File: config.mk
export PLATFORM = sky130hd
export DESIGN_NAME = param_updown_counter
export DESIGN_NICKNAME = d
export VERILOG_FILES = /design/src/rtl/param_updown_counter.sv
export SDC_FILE = /design/constraint.sdc
export NUM_CORES = 1
export LEC_CHECK = 0
export CORE_AREA = 2 2 39 41
export CTS_CLUSTER_DIAMETER = 80
export CTS_CLUSTER_SIZE = 16
export DETAILED_ROUTE_END_ITERATION = 16
export DIE_AREA = 0 0 41 43
export GPL_ROUTABILITY_DRIVEN = 0
export PLACE_DENSITY = 0.67
export SLEW_MARGIN = 10
export SYNTH_ARGS = -nofsm -noshare
export SYNTH_HDL_FRONTEND = slang
export SYNTH_SLANG_ARGS = --single-unit
File: constraint.sdc
create_clock -name clk -period 4.2 [get_ports clk]
set_input_delay 0.42 -clock clk [delete_from_list [all_inputs] [get_ports clk]]
set_output_delay 0.42 -clock clk [all_outputs]
set_load 0.02 [all_outputs]
File: src/rtl/param_updown_counter.sv
// Parametrised up/down counter with load, wrap/saturate, terminal-count pulse and sticky overflow.
// Optional step prescaler is built only when COUNTER_PRESCALE_EN is defined.
module param_updown_counter #(
    parameter int WIDTH     = 4,
    parameter int MAX_COUNT = 15,
    parameter int PRESCALE  = 4
) (
    input  logic             clk,
    input  logic             Reset,
    input  logic             Enable,
    input  logic             Load,
    input  logic [WIDTH-1:0] LoadVal,
    input  logic             UpDown,
    input  logic             Saturate,
    input  logic             ClrOvf,
    output logic [WIDTH-1:0] count,
    output logic             tc,
    output logic             ovf
);

    localparam logic [WIDTH-1:0] MAXV = WIDTH'(MAX_COUNT);

    if (MAX_COUNT < 1 || MAX_COUNT > (2 ** WIDTH) - 1) begin : g_bad_max
        $error("param_updown_counter: MAX_COUNT out of range for WIDTH");
    end
    if (PRESCALE < 1) begin : g_bad_prescale
        $error("param_updown_counter: PRESCALE must be >= 1");
    end

    logic             step;
    logic             at_top;
    logic             at_bot;
    logic             boundary;
    logic [WIDTH-1:0] count_d;
    logic             tc_d;
    logic             ovf_d;

`ifdef COUNTER_PRESCALE_EN
    localparam int PW = (PRESCALE <= 1) ? 1 : $clog2(PRESCALE);
    localparam logic [PW-1:0] PLAST = PW'(PRESCALE - 1);

    logic [PW-1:0] pre_q;
    logic [PW-1:0] pre_d;

    always_comb begin
        step  = Enable && (pre_q == PLAST);
        pre_d = pre_q;
        if (Load) begin
            pre_d = '0;
        end else if (Enable) begin
            pre_d = step ? '0 : pre_q + PW'(1);
        end
    end

    always_ff @(posedge clk) begin
        if (Reset) begin
            pre_q <= '0;
        end else begin
            pre_q <= pre_d;
        end
    end
`else
    assign step = Enable;
`endif

    assign at_top   = (count == MAXV);
    assign at_bot   = (count == '0);
    assign boundary = step && !Load && (UpDown ? at_top : at_bot);

    always_comb begin
        count_d = count;
        if (Load) begin
            count_d = (LoadVal > MAXV) ? MAXV : LoadVal;
        end else if (step) begin
            if (UpDown) begin
                count_d = at_top ? (Saturate ? MAXV : '0) : count + WIDTH'(1);
            end else begin
                count_d = at_bot ? (Saturate ? '0 : MAXV) : count - WIDTH'(1);
            end
        end
        tc_d  = boundary;
        // a boundary event in the same cycle as ClrOvf keeps the flag set
        ovf_d = boundary || (ovf && !ClrOvf);
    end

    always_ff @(posedge clk) begin
        if (Reset) begin
            count <= '0;
            tc    <= 1'b0;
            ovf   <= 1'b0;
        end else begin
            count <= count_d;
            tc    <= tc_d;
            ovf   <= ovf_d;
        end
    end

endmodule
### Word level (Yosys, flattened, before mapping)

Cells that the tools add are included.

| storage, ports and cells | value |
|---|---|
| register bits after elaboration | 6 |
| input port bits | 11 |
| output and inout port bits | 6 |
| logic and storage cells | 24 |

| operators by class | value |
|---|---|
| add/subtract/negate cells | 2 |
| order comparisons | 1 |
| equal/unequal tests | 1 |
| multiplexer cells | 9 |
| reduce and logical (&&, ||, !) cells | 8 |

Operator list:

| operator | count |
|---|---|
| 4-bit 2-to-1 mux | 8 |
| 4-bit by 1-bit adder with 4-bit output, second input constant | 1 |
| 4-bit == test, second input constant | 1 |
| 4-bit > comparator, second input constant | 1 |
| 4-bit logical NOT | 1 |
| 4-bit by 1-bit subtractor with 4-bit output, second input constant | 1 |
| 1-bit logical AND | 3 |
| 1-bit logical NOT | 2 |
| 2-bit nonzero test | 1 |
| 1-bit logical OR | 1 |
| 1-bit 2-to-1 mux | 1 |

### Longest topological paths before layout

Gate-level depths: netlist of the first run.

| logic depth | value |
|---|---|
| depth after elaboration | 5 |
| depth in mapped cells | 6 |
| gate-level depth less buffers | 6 |

### Worst setup path after synthesis of the first run

Ideal clock, no wire load.

| timing path | value |
|---|---|
| kind | reg-to-reg |
| start point | register count[0] |
| end point | register count[2] |
| library setup time | 70 ps |
| arrival time | 1529 ps |
| data required time | 4130 ps |
| setup slack | 2602 ps |
| cell stages (with the launch flop) | 6 |
| clock period less this slack | 1598 ps |
| cell sequence | dfxtp_1 > ha_1 > nand2b_1 > a21oi_1 > or4_1 > a21oi_1 |

| between the ends | value |
|---|---|
| cells in the longest elaborated chain, start to end | 5 |

Ends and longest elaborated chain:

| what | RTL line | source |
|---|---|---|
| start: declaration | 16 | `output logic [WIDTH-1:0] count,` |
| start signal: assignment | 92 | `count <= count_d;` |
| 4-bit by 1-bit subtractor with 4-bit output, or another cell as far along | 78 | `count_d = at_bot ? (Saturate ? '0 : MAXV) : count - WIDTH'(1);` |
| 4-bit 2-to-1 mux, on equally long branches | 78, 76 |  |
| 4-bit 2-to-1 mux * | 75 | `if (UpDown) begin` |
| 4-bit 2-to-1 mux * | 74 | `end else if (step) begin` |
| 4-bit 2-to-1 mux * | 72 | `if (Load) begin` |

Mark *: on every way between the ends. The rest lies on a longest branch, timed or not. The select of a mux whose other input is x is not followed.
A chain may end at the register's enable or synchronous reset.

### Final worst setup path of the first run

| timing path | value |
|---|---|
| start point | register count[3] |
| end point | output port count[3] |

No word-level cell between the ends.

==> reports/results.tsv, run 1 <==
stage	metric	value	unit
layout	drive_gt1_share	6.33	%
yosys	synth.area.top_cells	dfxtp_1 25%, nand2b_1 7.8%, a21oi_1 7.2%, ha_1 5.2%, buf_6 4.7%	
route	topRoutingLayerUsed	met4	
yosys	synth_flop_cell	dfxtp_1	
yosys	ys_warn_count	0	
global_route	grt_pass1_wl	2000	µm
route	wl_met1	549	µm
critical_path	regToRegSetupSlack	2.48	ns
global_route	grt_start_max_net_pins	13	
critical_path	cp-start-kind	register	
yosys	avgSynthCellArea	7.57	µm²
sta	relSlewSlack	71.0	%
die	start_util	35.0	%
placement	pre_cts_slack	2.25	ns
pwr	irDropWorstVdd	0.000170	V
critical_path	path_delay_family	buffers and inverters	
yosys	synthMostInstantiatedCell	a21oi_1	
clocking	cts_sinks	6	
clocking	cts_hold_buf	0	
critical_path	crit_required	3.78	ns
sta	fin_setup_tns	0	ns
sta	hold_violations	0	
run	max_cap_viol_count	0	
layout	layout.nets	94	
yosys	synth_top_area_share	24.8	%
die	die_w	41	µm
route	via_per_inst	5.42	
clocking	post_cts_buffers	0	
layout	diodes	0	
die	rows	14	
critical_path	crit_slowest_cell	clkdlybuf4s50_1	
yosys	synthTopCellsByCount	7 x a21oi_1, 6 x dfxtp_1, 6 x nand2b_1	
clocking	cts.path.max_buffers	2	
clocking	cts_resized	0	
yosys	async_flop_share	0	%
layout	filler_cell_count	134	
run_status	status	finished, final reports clean	
global_route	grt_pass1_vias	467	
yosys	synth_edf_count	0	
placement	hpwl	934	µm
critical_path	slowest_delay	0.68	ns
die	die_h	43	µm
pwr	p_leak	0.236	nW
layout	syn_to_final_growth	35.4	%
clocking	path_clk_slew	0.05	ns
global_route	track_usage	16.6	%
yosys	synthCells	64	
route	drt_iter0_markers	8	
yosys	synth-seq-area-share	24.8	%
die	io_pins	17	
sta	rsz0062_at_grt	no	
route	ant_nets	0	
route	avgRoutedWirePerCell	12.8	µm
yosys	ys_seq_elements	6	
clocking	cts-htree-levels	1	
sta	setup_viol	0	
critical_path	endpoint_kind	primary output	
sta	finalClockSkew	0.00404	ns
sta	fmax	529	MHz
critical_path	cp_num_buf_inv	1	
clocking	numCtsBuffers	3	
yosys	synth_top_cell_by_area	dfxtp_1	
critical_path	path_class	reg -> out	
route	vias	515	
placement	io_buffers	16	
sta	finalMaxSlewViolations	0	
critical_path	worst-path-max-fanout	12	
clocking	cts_tree	built	
global_route	antenna_found_initial	0	
min_path	min_path_type	reg -> reg	
critical_path	arrival	1.47	ns
die	design.die.area	1760	µm²
route	drc_errors	0	
yosys	syn_nets	77	
sta	tightest_slew	0.424	ns
clocking	clk_latency	0.24	ns
sta	post-route-min-period	1.89	ns
sta	fin_ws	2.31	ns
route	met2WireLength	595	µm
pwr	power.density	272	nW/µm²
critical_path	cp_cell_sequence	clkdlybuf4s50_1	
clocking	cts-root-buf	clkbuf_4	
route	routed_wl	1220	µm
die	core	1380	µm²
yosys	synth.distinct_cells	30	
route	dr_wl_met3	61	µm
placement	dpl_cell_area	633	µm²
layout	fin_area	656	µm²
yosys	netlist_area	484	µm²
sta	finalCritPeriodShare	45.0	%
global_route	gr-total-overflow	0	
layout	fin_util	47.4	%
route	first_pass_iters	4	
per-layer routing:
metal | global-route usage (%) | vias up
li1 | - | 265
met1 | 21.9 | 235
met2 | 23.8 | 13
met3 | 7.85 | 2
met4 | 4.00 | 0
met5 | 0 | -
cell usage in the layout (no fill, tap or decap), types with 2 or more instances in the layout:
cell / count
nand4_1: 2
clkbuf_4: 3
nor2_1: 4
dfxtp_1: 6
inv_1: 4
clkdlybuf4s50_1: 16
nand2b_1: 6
o21ai_0: 2
a21oi_1: 7
or3_1: 3
nand2_1: 4
ha_1: 2
a31oi_1: 3
nor2b_1: 2
per-stage QoR:
step | std cells | hold WS [ns] | total power, mW
floorplan | 64 | 0.489 | 0.104
global placement | 92 | 0.461 | 0.125
detailed placement | 92 | 0.480 | 0.126
CTS | 95 | 0.488 | 0.180
global route | 95 | 0.517 | 0.191
finish | 95 | 0.484 | 0.178
logic make-up (layout without fill, tap and decap cells):
logic type	count (synthesis)	after routing	synth area share, %
AOI/OAI and AO/OA	19	19	24.8
buffers and inverters	8	23	9.56
adders and majority gates	2	2	5.17
DFF	6	6	24.8
and+or+nand+nor	29	29	35.7
layout make-up:
class                      count  area, µm²  share of cell area (%)
multi-input combinational     50        318                    48.5
timing repair buffer          16        160                    24.4
sequential                     6        120                    18.3
clock buffer                   3       22.5                    3.44
tap                           16       20.0                    3.05
inverter                       4       15.0                    2.29
registers in the layout, indices dropped and copies added (netlist names):
name,flops
tc,1
count,4
ovf,1
worst reg2reg max path, cell delays in order, from the launching register on:
cell and delay [ns]:
dfxtp_1 0.41, inv_1 0.10, ha_1 0.25, or3b_4 0.27, nor2_1 0.04, a2111oi_1 0.37
o32ai_1 0.15
worst paths after layout:
kind,from,to,cells past startpoint
max,count[3]$_SDFFE_PP0P_,count[3],1
min,ovf$_SDFF_PP0_,ovf$_SDFF_PP0_,2
max reg2reg,count[0]$_SDFFE_PP0P_,count[3]$_SDFFE_PP0P_,6
min reg2reg,ovf$_SDFF_PP0_,ovf$_SDFF_PP0_,2
power by group:
part           leakage, nW  internal (mW)  total [mW]  switching [mW]
Clock               0.0138         0.0323      0.0532          0.0209
Sequential          0.0493         0.0607      0.0673         0.00652
Combinational        0.173         0.0303      0.0577          0.0273
Note: power is estimated with default switching activity, not from simulation.
==> run 2, diff against run 1 <==
==> constraint.sdc (replaced) <==
create_clock -name clk -period 1.85 [get_ports clk]
set_input_delay 0.185 -clock clk [delete_from_list [all_inputs] [get_ports clk]]
set_output_delay 0.185 -clock clk [all_outputs]
set_load 0.02 [all_outputs]
==> run 2 against run 1 <==
Compared with the run above: worst setup slack worse by 2.1 ns; non-clock buffer count grew 2; final cell count increased by 2.1%; largest cell class unchanged.
==> reports/results.tsv, run 2 (same netlist as run 1, synthesis figures left out) <==
stage	metric	value	unit	change
clocking	cts.path.max_buffers	2		unchanged
layout	syn_to_final_growth	38.5	%	was 35.4%
critical_path	crit_end	count[0]$_SDFFE_PP0P_		was count[3]
critical_path	cp-start-kind	register		unchanged
placement	io_buffers	16		unchanged
layout	multi_input_area	318	µm²	unchanged
pwr	p_seq_share	37.3	%	was 37.8%
sta	relSlewSlack	74.9	%	was 71.0%
layout	max_flop_register	count		unchanged
sta	finalClockSkew	0.00259	ns	was 0.00404 ns
clocking	clk_latency	0.24	ns	about the same
layout	diodes	0		unchanged
clocking	cts_tree	built		unchanged
pwr	combPwrFrac	33.1	%	was 32.4%
route	vias	519		was 515
pwr	p_leak	0.245	nW	was 0.236 nW
clocking	post_cts_buffers	0		unchanged
global_route	grt_pass1_vias	445		was 467
route	avgRoutedWirePerCell	12.8	µm	about the same
route	drc_errors	0		unchanged
layout	layout.nets	96		was 94
layout	instances_no_fill	97		was 95
global_route	track_usage	15.6	%	was 16.6%
layout	fin_util	48.5	%	was 47.4%
sta	finalCritPeriodShare	90.6	%	
sta	fin_ws	0.173	ns	was 2.31 ns
die	core	1380	µm²	unchanged
critical_path	crit_path_start	count[1]$_SDFFE_PP0P_		was count[3]$_SDFFE_PP0P_
layout	layout.cells.most_common_list	16 x clkdlybuf4s50_1, 7 x a21oi_1, 6 x nand2b_1, 6 x dfxtp_1		unchanged
sta	fmax	596	MHz	
run_status	status	finished, final reports clean		unchanged
global_route	grt_start_max_net_pins	13		unchanged
die	start_util	35.0	%	unchanged
clocking	cts-htree-levels	1		unchanged
sta	tightest_slew	0.376	ns	was 0.424 ns
die	rows	14		unchanged
critical_path	worstReg2RegStart	count[1]$_SDFFE_PP0P_		was count[0]$_SDFFE_PP0P_
critical_path	worst-path-max-fanout	5		was 12
die	die_w	41	µm	unchanged
global_route	antenna_found_initial	0		unchanged
sta	post-route-min-period	1.68	ns	
pwr	power.total	0.409	mW	was 0.178 mW
route	ant_nets	0		unchanged
sta	hold_violations	0		unchanged
clocking	cts_hold_buf	0		unchanged
clocking	cts-root-buf	clkbuf_4		unchanged
sta	fin_setup_tns	0	ns	unchanged
min_path	min_path_type	reg -> reg		unchanged
pwr	switchingPower	0.126	mW	was 0.0548 mW
placement	dpl_cell_area	648	µm²	was 633 µm²
pwr	clockPowerShare	29.7	%	was 29.9%
route	via_per_inst	5.35		was 5.42
layout	top_regs	count (4), ovf (1), tc (1)		unchanged
placement	dp.cells	94		was 92
placement	hpwl	919	µm	was 934 µm
clocking	cts_sinks	6		unchanged
pwr	power.density	610	nW/µm²	was 272 nW/µm²
run	max_cap_viol_count	0		unchanged
critical_path	ff2ff_path_depth	6		unchanged
critical_path	path_class	reg -> reg		was reg -> out
clocking	numCtsBuffers	3		unchanged
clocking	cts_resized	0		unchanged
route	drt_iter0_markers	24		was 8
pwr	p_sw_share	30.8	%	was 30.7%
critical_path	arrival	1.80	ns	was 1.47 ns
layout	layout.cells.most_common	clkdlybuf4s50_1		unchanged
layout	filler_cell_count	152		was 134
global_route	gr-total-overflow	0		unchanged
layout	fin_area	671	µm²	was 656 µm²
layout	drive_gt1_share	8.64	%	was 6.33%
critical_path	r2r_end	count[0]$_SDFFE_PP0P_		was count[3]$_SDFFE_PP0P_
sta	whs	0.470	ns	was 0.484 ns
die	design.die.area	1760	µm²	unchanged
pwr	irDropWorstVdd	0.000320	V	was 0.000170 V
sta	setup_viol	0		unchanged
critical_path	crit_required	1.97	ns	was 3.78 ns
layout	register_area	120	µm²	unchanged
sta	rsz0062_at_grt	no		unchanged
clocking	path_clk_slew	0.04	ns	was 0.05 ns
critical_path	endpoint_kind	register		was primary output
layout	largest_register_ffs	4		unchanged
route	first_pass_iters	4		unchanged
pwr	p_int	0.283	mW	was 0.123 mW
die	io_pins	17		unchanged
sta	finalMaxSlewViolations	0		unchanged
global_route	grt_pass1_wl	1900	µm	was 2000 µm
die	die_h	43	µm	unchanged
critical_path	regToRegSetupSlack	0.17	ns	was 2.48 ns
placement	pre_cts_slack	0.172	ns	was 2.25 ns
route	routed_wl	1250	µm	was 1220 µm
[run 2: cell types whose count changed in the layout (fill, tap and decap cells not counted), sizes merged]
cell,delta
buf,+2
[run 2: how the worst min path moves through the flow]
stage          slack, ns           start               endpoint  cells past startpoint
3_3_place_gp        0.46  ovf$_SDFF_PP0_         ovf$_SDFF_PP0_                      2
2_1_floorplan       0.25           Reset  count[2]$_SDFFE_PP0P_                      1
6_report            0.47  ovf$_SDFF_PP0_         ovf$_SDFF_PP0_                      2
3_5_place_dp        0.47  ovf$_SDFF_PP0_         ovf$_SDFF_PP0_                      2
5_1_grt             0.49  ovf$_SDFF_PP0_         ovf$_SDFF_PP0_                      2
4_1_cts             0.48  ovf$_SDFF_PP0_         ovf$_SDFF_PP0_                      2
[run 2: worst max-delay path, stage by stage (launching register included)]
cell and delay (ns):
dfxtp_1 0.35, inv_1 0.10, ha_1 0.21, or3b_4 0.42, o21ai_1 0.25, nand2b_1 0.15, a31oi_1 0.08
[run 2: routing by layer]
metal | GRT usage [%] | share of wire [%]
met3 | 6.28 | 4.3
met4 | 4.00 | 1.7
met2 | 24.1 | 48
met5 | 0 | 0
met1 | 19.3 | 46
[run 2: power groups by stage]
| stage | clock network [mW] | registers, mW | logic [mW] |
|---|---|---|---|
| detailed placement | 0 | 0.155 | 0.133 |
| finish | 0.121 | 0.153 | 0.135 |
| floorplan | 0 | 0.157 | 0.0793 |
| global placement | 0 | 0.154 | 0.135 |
| global route | 0.135 | 0.154 | 0.147 |
| CTS | 0.128 | 0.152 | 0.135 |
[run 2: layout make-up]
type | count | area share, %
repair buffers | 18 | 26.1
flip-flops and latches | 6 | 17.9
well taps | 16 | 2.99
inverters | 4 | 2.24
multi-input cells | 50 | 47.4
clock buffers | 3 | 3.36
